$ cat config.mk
export PLATFORM = sky130hd
export DESIGN_NAME = sync_debounce
export DESIGN_NICKNAME = d
export VERILOG_FILES = /design/src/rtl/sync_debounce.sv
export SDC_FILE = /design/constraint.sdc
export NUM_CORES = 1
export LEC_CHECK = 0
export BUFFER_PORTS_ARGS = -buffer_cell sky130_fd_sc_hd__buf_4
export CAP_MARGIN = 20
export CORE_AREA = 8 8 45 47
export CTS_BUF_LIST = sky130_fd_sc_hd__clkbuf_16
export CTS_CLUSTER_DIAMETER = 80
export DETAILED_ROUTE_END_ITERATION = 12
export DIE_AREA = 0 0 53 55
export GPL_ROUTABILITY_DRIVEN = 0
export SYNTH_ARGS = -nofsm -noshare
export SYNTH_HDL_FRONTEND = slang
export SYNTH_SLANG_ARGS = --single-unit
$ cat constraint.sdc
create_clock -name clk -period 3.1 [get_ports clk]
set_input_delay 0.155 -clock clk [delete_from_list [all_inputs] [get_ports clk]]
set_output_delay 0.155 -clock clk [all_outputs]
set_load 0.01 [all_outputs]
$ cat src/rtl/sync_debounce.sv
// -----------------------------------------------------------------------------
// sync_debounce
//
// Multi-channel synchroniser and debouncer. Each of the WIDTH asynchronous
// inputs passes through a STAGES-deep flip-flop synchroniser. A per-channel
// counter then requires DB_CYCLES consecutive synchronised samples that
// differ from the current debounced level before the new level is accepted.
// Registered single-cycle rise and fall pulses mark every accepted change.
//
// Parameters:
//   WIDTH      number of independent channels (1..32)
//   STAGES     synchroniser depth per channel (2..4)
//   DB_CYCLES  consecutive differing samples needed to accept a level (1..65535)
//   RESET_VAL  value of synchroniser stages and levels while in reset
//
// Ports:
//   clk         single clock for all state
//   rst_n       asynchronous active-low reset
//   sig         raw asynchronous inputs, bit i is channel i
//   sig_level   registered debounced level per channel
//   sig_rise    one-cycle pulse when sig_level[i] goes 0->1
//   sig_fall    one-cycle pulse when sig_level[i] goes 1->0
//   any_change  one-cycle pulse when any channel rises or falls
// -----------------------------------------------------------------------------
module sync_debounce #(
    parameter int               WIDTH     = 1,
    parameter int               STAGES    = 2,
    parameter int               DB_CYCLES = 4,
    parameter logic [WIDTH-1:0] RESET_VAL = '0
) (
    input  logic             clk,
    input  logic             rst_n,
    input  logic [WIDTH-1:0] sig,
    output logic [WIDTH-1:0] sig_level,
    output logic [WIDTH-1:0] sig_rise,
    output logic [WIDTH-1:0] sig_fall,
    output logic             any_change
);

    localparam int             CW      = $clog2(DB_CYCLES + 1);
    // The count saturates one below DB_CYCLES: reaching it with one more
    // differing sample is the acceptance condition, so the counter never wraps.
    localparam logic [CW-1:0]  CNT_MAX = CW'(DB_CYCLES - 1);

    // Stage 0 samples sig; stage STAGES-1 is the synchronised value.
    logic [STAGES-1:0][WIDTH-1:0] sync_q, sync_d;
    logic [WIDTH-1:0]             sync;

    logic [CW-1:0]    cnt_q [WIDTH];
    logic [CW-1:0]    cnt_d [WIDTH];
    logic [WIDTH-1:0] level_q, level_d;
    logic [WIDTH-1:0] rise_q, rise_d;
    logic [WIDTH-1:0] fall_q, fall_d;
    logic             any_q, any_d;

    assign sync = sync_q[STAGES-1];

    // NOTE: every always_comb output gets a default before any branch so that
    // no path leaves it unassigned; otherwise synthesis infers a latch.
    always_comb begin
        sync_d  = {sync_q[STAGES-2:0], sig};
        level_d = level_q;
        for (int i = 0; i < WIDTH; i++) begin
            cnt_d[i] = cnt_q[i];
            if (sync[i] == level_q[i]) begin
                // Agreement (including the end of a glitch) abandons the count.
                cnt_d[i] = '0;
            end else if (cnt_q[i] == CNT_MAX) begin
                level_d[i] = sync[i];
                cnt_d[i]   = '0;
            end else begin
                cnt_d[i] = cnt_q[i] + 1'b1;
            end
        end
        // Pulses are derived from the level edge being registered at the same
        // clock, so they are valid in the same cycle as the new level.
        rise_d = level_d & ~level_q;
        fall_d = ~level_d & level_q;
        any_d  = |(rise_d | fall_d);
    end

    // NOTE: sequential state uses non-blocking assignments only, so every flop
    // samples the pre-edge values of the others regardless of statement order.
    // NOTE: the per-channel counter array is small control state and is reset
    // explicitly; it must read 0 in reset so counting restarts cleanly.
    always_ff @(posedge clk or negedge rst_n) begin
        if (!rst_n) begin
            sync_q  <= {STAGES{RESET_VAL}};
            level_q <= RESET_VAL;
            rise_q  <= '0;
            fall_q  <= '0;
            any_q   <= 1'b0;
            for (int i = 0; i < WIDTH; i++) begin
                cnt_q[i] <= '0;
            end
        end else begin
            sync_q  <= sync_d;
            level_q <= level_d;
            rise_q  <= rise_d;
            fall_q  <= fall_d;
            any_q   <= any_d;
            for (int i = 0; i < WIDTH; i++) begin
                cnt_q[i] <= cnt_d[i];
            end
        end
    end

    assign sig_level  = level_q;
    assign sig_rise   = rise_q;
    assign sig_fall   = fall_q;
    assign any_change = any_q;

endmodule

# Yosys cells after proc, flatten, opt, wreduce, memory -nomap -nowiden
# Cells that the tools add are included.
dict set report word_totals {
  n_memories 0
  output_inout_bits 4
  latchBits 0
  mem_bits_ro 0
  ram_bits 0
  word_cells 19
  register_bits 9
  in_bits 3
}
dict set report op_classes {
  n_reduce_logical 0
  div 0
  multipliers 0
  n_shift 0
  n_addsub 1
  bitwise_logic 5
  n_eq_ne 2
  mux 4
  magnitude_cmp 0
}
# operator count
set ops {}
lappend ops {{3-bit 2-to-1 mux} 2}
lappend ops {{3-bit by 1-bit adder with 3-bit output (second input constant)} 1}
lappend ops {{3-bit by 2-bit == test with 1-bit output (second input constant)} 1}
lappend ops {{1-bit AND} 2}
lappend ops {{1-bit 2-to-1 mux} 2}
lappend ops {{1-bit NOT} 2}
lappend ops {{1-bit == test} 1}
lappend ops {{1-bit bitwise OR} 1}

# Depth between registers and ports, before layout
dict set report depth {
  ltp_word 6
  depth_mapped 5
  depth_no_buf 5
}

# Least setup slack after synthesis
# Ideal clock, no wire load.
dict set report synth_path {
  kind {register to register}
  startpoint {register cnt_q[0] (netlist bit)}
  endpoint {register any_q (netlist: any_change)}
  synth_period_minus_slack_ps 1402
  required_time_ps 2987
  slack_ps 1698
  path_stages_with_launch 6
  t_arrival_ps 1289
  path_cell_list {dfrtp_1 > ha_1 > nor2b_4 > mux2_1 > ha_1 > inv_1}
}
dict set report synth_via {
  elab_chain_len 6
  word_cells_on_any_way 7
}
# element line
set synth_lines {}
lappend synth_lines {{from (decl)} 49} ;# logic [CW-1:0] cnt_q [WIDTH];
lappend synth_lines {{from (signal, indexed assignment)} 103} ;# cnt_q[i] <= cnt_d[i];
lappend synth_lines {{3-bit by 2-bit == test with 1-bit output (*)} 68} ;# end else if (cnt_q[i] == CNT_MAX) begin
lappend synth_lines {{1-bit 2-to-1 mux (*)} 68}
lappend synth_lines {{1-bit 2-to-1 mux (*)} 65} ;# if (sync[i] == level_q[i]) begin
lappend synth_lines {{1-bit NOT} 78} ;# fall_d = ~level_d & level_q;
lappend synth_lines {{1-bit AND} 78}
lappend synth_lines {{1-bit bitwise OR (*)} 79} ;# any_d = |(rise_d | fall_d);
lappend synth_lines {{via any_d} 54} ;# logic any_q, any_d;
lappend synth_lines {{to (signal assigned)} 101} ;# any_q <= any_d;
lappend synth_lines {{to (decl)} 54}
# The timed path passes the listed nets; every way through them passes the cells marked *.

# Final worst setup path
# Same ends and word-level chain as after synthesis.

==> impl_metrics.py <==
metrics = {
    "drt": {
        "route.detailed.drc": 0,
        "wl_per_cell_um": 11.7,
        "ant_nets": 0,
        "num_vias": 185,
        "drt-total-wl_um": 563,
        "via_per_inst": 3.85,
        "dr.pass1.iters": 2,
        "drtIter0Drc": 1,
    },
    "clock_network": {
        "numCtsBuffers": 3,
        "clock_latency_ns": 0.24,
        "path_clk_slew_ns": 0.04,
        "cts_resized": 0,
        "cts_root_buffer": "clkbuf_16",
        "cts_hold_buf": 1,
        "cts_buffer_depth": 2,
        "cts.sinks": 9,
        "cts_tree": "done",
        "h-tree-depth": 1,
        "cts_setup_buffers": 0,
    },
    "critical_path": {
        "setup.worst_path.class": "flop to flop",
        "regToRegSetupSlack_ns": 1.64,
        "r2r_cells": 5,
        "cp_slowest_cell": "dfrtp_1",
        "crit_path_max_fanout": 5,
        "cp_cell_sequence": "ha_1 -> nor2b_4 -> mux2_1 -> ha_1 -> inv_1",
        "cp-startpoint": "cnt_q[0]",
        "crit_end": "any_change",
        "critPathLaunchType": "flop",
        "cp-end-kind": "flop",
        "critPathMaxStageDelay_ns": 0.34,
        "rr_endpoint": "any_change",
        "required_ns": 3.23,
        "r2r-start": "cnt_q[0]",
        "cpMostUsedCell": "ha_1",
        "arrival_ns": 1.60,
    },
    "synthesis": {
        "ys_top_cells_by_area": "dfrtp_1, ha_1, nor3b_1",
        "synth_cells": 21,
        "synth_cell_types": 9,
        "yosysWarnings": 0,
        "synth_fp_nets": 26,
        "synth_top_area_share_pct": 68.2,
        "syn_area_um2": 330,
        "ys_seq_area_share_pct": 68.2,
        "avgSynthCellArea_um2": 15.7,
        "yosysTopAreaCell": "dfrtp_1",
        "ys_ff_latch": 9,
    },
    "placed_design": {
        "dp.cells": 43,
        "io_buffers": 6,
        "hpwlAfterDp_um": 419,
        "place_ws_ns": 1.63,
        "place_area_um2": 395,
    },
    "global_routing": {
        "grt_pass1_vias": 226,
        "grt_pass1_wl_um": 972,
        "grt_overflow_total": 0,
        "grtUsageTotal_pct": 5.51,
        "grt_max_degree": 10,
        "antenna_found_initial": 0,
    },
    "pwr": {
        "max-vdd-ir-drop_v": 0.000331,
        "powerDensity_nw_per_um2": 1040,
        "finalPower_mw": 0.505,
        "leakagePower_nw": 0.236,
    },
    "floorplanning": {
        "start_util_pct": 23.9,
        "fp-row-count": 14,
        "pin_count": 7,
        "dieArea_um2": 2920,
        "core_area_um2": 1380,
        "die_w_um": 53,
        "die_h_um": 55,
    },
    "finish": {
        "post_route_cells_drive_above_1_share_pct": 37.5,
        "syn_to_final_growth_pct": 47.0,
        "final_util_pct": 35.1,
        "final_cell_count_no_fill": 48,
        "multi_input_area_um2": 97.6,
        "fin_area_um2": 485,
        "fillers": 128,
        "antenna_cells": 0,
        "nets": 38,
        "seq_area_um2": 225,
    },
    "sta": {
        "slew_headroom_pct": 82.7,
        "fin_worst_skew_ns": 0.00330,
        "worst_pin_slew_ns": 0.257,
        "period_needed_ns": 1.46,
        "worst_hold_slack_ns": 0.0276,
        "finalCritPeriodShare_pct": 47.2,
        "fmax_mhz": 683,
        "rsz0062_at_grt": "false",
        "final_max_slew_viol_count": 0,
        "finalSetupViolations": 0,
        "finalWorstSetupSlack_ns": 1.64,
        "tns_ns": 0,
        "hold_violations": 0,
    },
    "run_status": {
        "status": "completed",
    },
    "job": {
        "max-cap-violations": 0,
    },
    "worst_hold_path": {
        "hold_class": "primary input to flop",
    },
}
## registers in the layout, indices dropped and copies added (netlist names)
register	cells
cnt_q	3
sync	1
sig_level	1
any_change	1
sync_d	1
sig_rise	1
sig_fall	1
## Yosys cell counts
cell type,count
nor3b_1,3
nor3_1,1
xnor2_1,1
mux2_2,1
mux2_1,1
inv_1,2
dfrtp_1,9
ha_1,2
nor2b_4,1
## how the worst min path moves through the flow
stage,to,slack [ns],cells past startpoint,startpoint
floorplan,any_change,-0.14,0,rst_n
global placement,sig_fall,-0.02,1,rst_n
detailed placement,sig_fall,-0.02,1,rst_n
CTS,sync_d[1],0.02,1,sig
global route,sync_d[1],0.02,1,sig
finish,sync_d[1],0.03,1,sig
## per-layer routing
layer | vias up | share of wire, % | global-route usage (%)
met5 | - | 0 | 0
met4 | 0 | 4.1 | 6.47
met3 | 3 | 15 | 5.35
met2 | 10 | 42 | 7.23
met1 | 81 | 39 | 4.35
li1 | 91 | - | -
## worst max-delay path: cells and delay by family, from the launching register on
kind | cells | cell delay (ns)
adders and majority gates | 2 | 0.44
buffers and inverters | 1 | 0.03
DFF | 1 | 0.34
and+or+nand+nor | 1 | 0.20
muxes | 1 | 0.34
## layout by cell type, fill, tap and decap left out, types with 2 or more instances in the layout
cell type and n:
buf_4 6, clkbuf_16 3, dfrtp_1 9, ha_1 2, inv_1 2, nor3b_1 3
## final cells by class
class | instances | area share [%]
sequential | 9 | 46.4
multi-input combinational | 10 | 20.1
clock buffer | 3 | 15.5
timing repair buffer | 7 | 11.3
tap | 16 | 4.12
inverter | 2 | 1.55
clock inverter | 1 | 1.03
## where the power goes
group	switching [mW]	internal [mW]	total, mW
combinational	0.0498	0.0604	0.110
sequential	0.0188	0.150	0.169
clock	0.0559	0.170	0.226
total	0.125	0.380	0.505
## cells by family after synthesis
| family | after synthesis | share of synthesized area, % |
|---|---|---|
| AND/OR/NAND/NOR | 5 | 12.5 |
| flip-flops | 9 | 68.2 |
| XOR/XNOR | 1 | 2.65 |
| adder cells (fa/ha/maj) | 2 | 7.57 |
| multiplexers | 2 | 6.82 |
| buffers and inverters | 2 | 2.27 |
Power figures use the tool's default switching activity.
